===== src/rtl/fifo_cmd_parser.sv =====
// Host command parser: pops opcode/argument bytes from the byte FIFO and drives cursor, attribute and cell writes.
// PUT strobes vram_wr 4 cycles after the opcode pop; a write lands on an edge where vram_wr=0 and vram_ready=1.
module fifo_cmd_parser #(
   parameter int COLS = 80,
   parameter int ROWS = 30
) (
   input  logic        clk,
   input  logic        nrst,
   input  logic        not_empty,
   output logic        rd,
   input  logic [7:0]  rd_data,
   input  logic        vram_ready,
   output logic        vram_wr,
   output logic [11:0] vram_addr,
   output logic [15:0] vram_data,
   output logic        busy,
   output logic        bad_cmd
);

   typedef enum logic [2:0] {IDLE, OP_WAIT, ARG_REQ, ARG_WAIT, EXEC, WRITE, FILL} state_t;

   localparam logic [11:0] LAST_CELL = 12'(COLS * ROWS - 1);

   state_t      state, state_nxt;
   logic [7:0]  op, op_nxt, arg, arg_nxt, attr, attr_nxt;
   logic [4:0]  row, row_nxt;
   logic [6:0]  col, col_nxt;
   logic        rd_nxt, wr_nxt, busy_nxt, bad_nxt;
   logic [11:0] addr_nxt, cur_addr;
   logic [15:0] data_nxt;
   logic        accept;

   // row*80 + col built from shifts
   assign cur_addr = {1'b0, row, 6'b0} + {3'b0, row, 4'b0} + {5'b0, col};
   assign accept   = !vram_wr && vram_ready;

   always_ff @(posedge clk or negedge nrst) begin
      if (!nrst) begin
         state     <= IDLE;
         rd        <= 1'b1;
         vram_wr   <= 1'b1;
         vram_addr <= '0;
         vram_data <= '0;
         busy      <= 1'b0;
         bad_cmd   <= 1'b0;
         row       <= '0;
         col       <= '0;
         attr      <= 8'h07;
         op        <= '0;
         arg       <= '0;
      end else begin
         state     <= state_nxt;
         rd        <= rd_nxt;
         vram_wr   <= wr_nxt;
         vram_addr <= addr_nxt;
         vram_data <= data_nxt;
         busy      <= busy_nxt;
         bad_cmd   <= bad_nxt;
         row       <= row_nxt;
         col       <= col_nxt;
         attr      <= attr_nxt;
         op        <= op_nxt;
         arg       <= arg_nxt;
      end
   end

   always_comb begin
      state_nxt = state;
      rd_nxt    = 1'b1;
      wr_nxt    = vram_wr;
      addr_nxt  = vram_addr;
      data_nxt  = vram_data;
      bad_nxt   = bad_cmd;
      row_nxt   = row;
      col_nxt   = col;
      attr_nxt  = attr;
      op_nxt    = op;
      arg_nxt   = arg;
      case (state)
         // A low rd means the pop was issued last cycle; move on rather than pop twice.
         IDLE: begin
            if (!rd)            state_nxt = OP_WAIT;
            else if (not_empty) rd_nxt = 1'b0;
         end
         OP_WAIT: begin
            op_nxt = rd_data;
            if (rd_data >= 8'h01 && rd_data <= 8'h05) begin
               state_nxt = ARG_REQ;
               if (not_empty) rd_nxt = 1'b0;
            end else begin
               state_nxt = IDLE;
               bad_nxt   = 1'b1;
            end
         end
         ARG_REQ: begin
            if (!rd)            state_nxt = ARG_WAIT;
            else if (not_empty) rd_nxt = 1'b0;
         end
         ARG_WAIT: begin
            arg_nxt = rd_data;
            case (op)
               8'h04: begin
                  state_nxt = WRITE;
                  addr_nxt  = cur_addr;
                  data_nxt  = {attr, rd_data};
                  wr_nxt    = !vram_ready;
               end
               8'h05: begin
                  state_nxt = FILL;
                  addr_nxt  = '0;
                  data_nxt  = {attr, rd_data};
                  wr_nxt    = !vram_ready;
               end
               default: state_nxt = EXEC;
            endcase
         end
         EXEC: begin
            state_nxt = IDLE;
            case (op)
               8'h01: if (arg < 8'(ROWS)) row_nxt = arg[4:0]; else bad_nxt = 1'b1;
               8'h02: if (arg < 8'(COLS)) col_nxt = arg[6:0]; else bad_nxt = 1'b1;
               8'h03: attr_nxt = arg;
               default: ;
            endcase
         end
         WRITE: begin
            if (accept) begin
               state_nxt = IDLE;
               wr_nxt    = 1'b1;
               if (col == 7'(COLS - 1)) begin
                  col_nxt = '0;
                  row_nxt = (row == 5'(ROWS - 1)) ? 5'd0 : row + 5'd1;
               end else begin
                  col_nxt = col + 7'd1;
               end
            end else begin
               wr_nxt = !vram_ready;
            end
         end
         FILL: begin
            if (accept && vram_addr == LAST_CELL) begin
               state_nxt = IDLE;
               wr_nxt    = 1'b1;
               row_nxt   = '0;
               col_nxt   = '0;
            end else begin
               if (accept) addr_nxt = vram_addr + 12'd1;
               wr_nxt = !vram_ready;
            end
         end
         default: state_nxt = IDLE;
      endcase
      busy_nxt = (state_nxt != IDLE);
   end

endmodule


===== config.mk =====
export PLATFORM = sky130hd
export DESIGN_NAME = fifo_cmd_parser
export DESIGN_NICKNAME = d
export VERILOG_FILES = /design/src/rtl/fifo_cmd_parser.sv
export SDC_FILE = /design/constraint.sdc
export NUM_CORES = 1
export LEC_CHECK = 0
export CORE_UTILIZATION = 40
export CTS_CLUSTER_SIZE = 20
export DETAILED_ROUTE_END_ITERATION = 8
export GPL_TIMING_DRIVEN = 0
export PLACE_DENSITY_LB_ADDON = 0.3
export RECOVER_POWER = 25
export SYNTH_ARGS = -nofsm -noshare
export SYNTH_HDL_FRONTEND = slang
export SYNTH_SLANG_ARGS = --single-unit

===== constraint.sdc =====
create_clock -name clk -period 4.2 [get_ports clk]
set_input_delay 0.84 -clock clk [delete_from_list [all_inputs] [get_ports clk]]
set_output_delay 0.84 -clock clk [all_outputs]
set_load 0.1 [all_outputs]

# Word-level counts from Yosys, hierarchy flattened
# Index checks and enable logic that the tools add are counted.
# totals
latchBits,0
output_inout_bits,32
mem_bits_rw,0
mem_count,0
input_bits,12
reg_bits,71
romBits,0
word_cells,107
# classes
add_sub_neg,5
multipliers,0
shift,0
magnitude_cmp,4
bitwise_logic,0
mux,37
eq_ne,29
div,0
reduce_logical,20
# ops
operator,n
12-bit case mux with 2 select lines,2
7-bit two-way mux,5
5-bit two-way mux,6
12-bit two-way mux,2
7-bit case mux with 3 select lines,1
2-bit != test (second input constant),10
3-bit case mux with 6 select lines,1
8-bit by 2-bit equality test with 1-bit output (second input constant),2
8-bit by 3-bit equality test with 1-bit output (second input constant),2
5-bit case mux with 3 select lines,1
11-bit by 9-bit adder with 12-bit output,1
12-bit by 1-bit adder with 12-bit output (second input constant),1
12-bit by 7-bit adder with 12-bit output,1
12-bit equality test (second input constant),1
3-bit two-way mux,4
5-bit AND reduction,2
3-bit equality test (second input constant),3
1-bit two-way mux,9
3-bit != test (second input constant),3
3-bit nonzero test,3
8-bit by 1-bit equality test with 1-bit output (second input constant),1
8-bit by 1-bit >= comparator with 1-bit output (second input constant),1
8-bit by 3-bit less-or-equal comparator with 1-bit output (second input constant),1
8-bit by 5-bit < comparator with 1-bit output (second input constant),1
21 further kinds,31

# Depth between registers and ports, before layout
# depth
word_depth,6
mapped_depth,9
mapped_depth_nobuf,9

# Worst setup path after synthesis
# Ideal clock, no wire load.
# synth_timing
path_kind,register -> register
from,reg vram_addr[1]
to,reg row[0]
synth_period_minus_slack_ps,2942
setup_ps,125
path_slack_ps,1258
required_time_ps,4075
arrival_ps,2817
path_buffers,0
stages_incl_launch_ff,7
cell_sequence,dfrtp_1 > ha_1 > nand4_1 > nor4_4 > o211ai_2 > or3b_4 > mux2_4
# synth_via
elab_chain_len,4
# synth_rtl
item,line_no,text
from (decl),14,"output logic [11:0] vram_addr,"
from (signal assigned),55,vram_addr <= addr_nxt;
12-bit equality test,141,if (accept && vram_addr == LAST_CELL) begin
1-bit logical AND,141,
2-bit != test (no source line),--,
6-bit AND reduction (no source line),--,
to (signal assigned),59,row <= row_nxt;
to (decl),26,"logic [4:0] row, row_nxt;"
# No other way between the ends.
# A chain may end at the register's enable or synchronous reset.

# Final worst setup path
# layout_timing
from,reg rd
to,out rd
# layout_rtl
item,line_no,text
from (decl),10,"output logic rd,"
from (signal assigned),53,rd <= rd_nxt;
# No word-level cell between the ends.

==> metrics.txt <==
status complete, but fails checks; failing checks max-capacitance violations, max-slew violations; IO Count 44; FP Rows 35; Max Cap Viol 1; largest family of logic cells by synthesized area simple AND/OR/NAND/NOR gates; Crit path max-delay family buffers and inverters; Area Overhead vs Synth 20.6%; grt ovf 0; CTS Root Cell clkbuf_8; final worst-path cycle share 68.8%; Crit path largest cell delay around 1.1 ns; Reg area 0.00178 sq mm; footprint of the multi-input gates 0.00196 sq mm; pin count of the biggest net entering global routing 72; hold_ws 0.463 ns; GRT Util Overall a little under a fifth; post-CTS sizing 0; Ant. Diodes 0; layout cells sized above 1 14.6%; Mapped Area 0.00388 sq mm; fin cells 581; Compound-Gate Fraction of Synth Area between 10% and 20%; post-CTS setup buffers 0; Residual DRC 0; Post-synth ARST share 100%; final core utilization between 50% and 60%; R2R Setup Slk 1.55 ns; Detailed Route WL 9.27 mm; initial antenna violation count 0; CP startpoint kind flop; Die X 100 um; placer congestion estimate 0.880; Vias per Instance between 5 and 6; cells after synthesis approximately 390; worst vdd ir ~0.19 mV; xor and xnor area share after synthesis less than 1%; Core ar. between 0.009 and 0.01 sq mm; clock latency on the worst-skew pair 0.35 ns; Clock Tree Buf Depth 2; Post-Synth Simple-Gate Area 20.5%; CTS Sinks 71; starting density of the core about two fifths; Layout Nets 474; power per cell area 483 mW/mm^2; hpwl dp 6.64 mm; critical path peak fanout 3; clock slew at reported path FFs 0.08 ns; port bufs 43; post-synthesis mux area share 9.07%; register area share after synthesis approximately 46%; Final Hold Viols 0; first drt pass iteration count 6; CTS H-tree depth 3; Synth cell types 62; slowest CP cell clkdlybuf4s50_1; Fillers a little under 900; most common cell after layout, fill and taps aside nand2_1; worst setup margin 1.31 ns; vias in the first global route 2,899; commonest non-fill, non-tap cells in the layout 68 x nand2_1, 66 x dfrtp_1, 42 x clkdlybuf4s50_1; first-pass GRT wire length roughly 15 mm; DR WL/cell approximately 16 um; Syn Nets 419; Initial DRC Count 157; CP Buf/Inv Count 1; Placed Cells ~570; CTS tree built; crit path cell chain clkdlybuf4s50_1; Crit path arrival time 2.05 ns; clock skew 0.0110 ns; routed vias roughly 3,300; Crit Path Class flop to output port; Max Fclk 346 MHz; WP data required 3.36 ns; Leakage 2.04 nW; Slew Viols, Final 72; class of the worst hold path flop to flop; RSZ-0062 raised after global routing no; final setup fails 0; pre-CTS setup slack 1.20 ns; #FFs+latches synth roughly 70; antenna viol nets, final 0; slew margin rel. -15.7%; Num CTS Buffers 9; Synth Flop Type dfrtp_1; # hold bufs at CTS 0; fin crit period 2.89 ns; Setup crit end kind output port; synthesized area per cell 9.89 sq um; Die Height 100 um; Synth Area in Adders approximately 5.2%; Post-synth EDFFs 0; YS warnings 0; Die ar. roughly 0.01 sq mm; Slew @ Worst Pin between 1.5 and 2 ns
[power breakdown]
part | switching [mW] | internal [mW] | total, mW
logic | 0.383 | 0.339 | 0.722
clock network | 0.284 | 0.280 | 0.565
registers | 0.166 | 0.803 | 0.969
total | 0.833 | 1.42 | 2.26
[kinds of logic (layout without fill, tap and decap cells)]
group	after synthesis	in the layout
xor+xnor	3	3
buf+inv	31	91
flops	71	71
fa+ha+maj	15	15
compound gates	90	90
mux	30	30
simple gates	152	152
[path summary, 6_finish.rpt]
| check | from | to | depth (start not counted) |
|---|---|---|---|
| min reg2reg | attr[6] | vram_data[14] | 2 |
| max | rd | rd | 1 |
| min | attr[6] | vram_data[14] | 2 |
| max in group asynchronous | nrst | vram_data[8] | 2 |
| min in group asynchronous | nrst | vram_addr[11] | 2 |
| max reg2reg | row[0] | vram_addr[10] | 9 |
[synth_stat cells (all sizes together) (4+ instances only)]
cell	number	share of area, %
nand2	68	6.6
nand3	11	1.4
and3	4	0.65
nor2	14	1.4
clkbuf	12	1.2
a21oi	17	2.2
a32oi	5	1.1
nor4	6	1.7
nand2b	6	0.97
nor2b	7	1.1
nor3	11	1.5
o31ai	10	1.9
inv	15	1.5
nand4	4	0.65
dfstp	5	3.4
ha	13	4.2
buf	4	0.77
dfrtp	66	43
a31oi	4	0.65
o21ai	31	4.0
mux2	29	8.8
[routing by layer]
| layer | wire length, um | track usage [%] | share of wire [%] |
|---|---|---|---|
| met5 | 0 | 0 | 0 |
| met4 | 244 | 7.69 | 2.6 |
| met3 | 483 | 3.95 | 5.2 |
| met2 | 4090 | 27.0 | 44 |
| met1 | 4450 | 28.0 | 48 |
[sequential cells by signal, summed over array words and instances (netlist names), 3 cells and up]
signal / count
state: 3
vram_data: 16
arg: 8
row: 5
col: 7
vram_addr: 12
op: 8
attr: 8
[final cells by class]
type / count / area share (%)
Buffer: 16 / 1.61
Clock inverter: 7 / 1.69
Clock buffer: 9 / 2.65
Tap cell: 129 / 3.45
Sequential cell: 71 / 38.1
Timing Repair Buffer: 44 / 9.26
Multi-Input combinational cell: 290 / 42.0
Inverter: 15 / 1.20
[through the flow]
step	power, mW	instance area, sq um	TNS [ns]
after global placement	1.66	4470	-12.24
after floorplan	1.48	3880	0
final	2.26	4670	0
after global routing	2.38	4670	0
after detailed placement	1.69	4490	0
after CTS	2.27	4700	0
No activity file was read; power rests on OpenSTA's default activity.
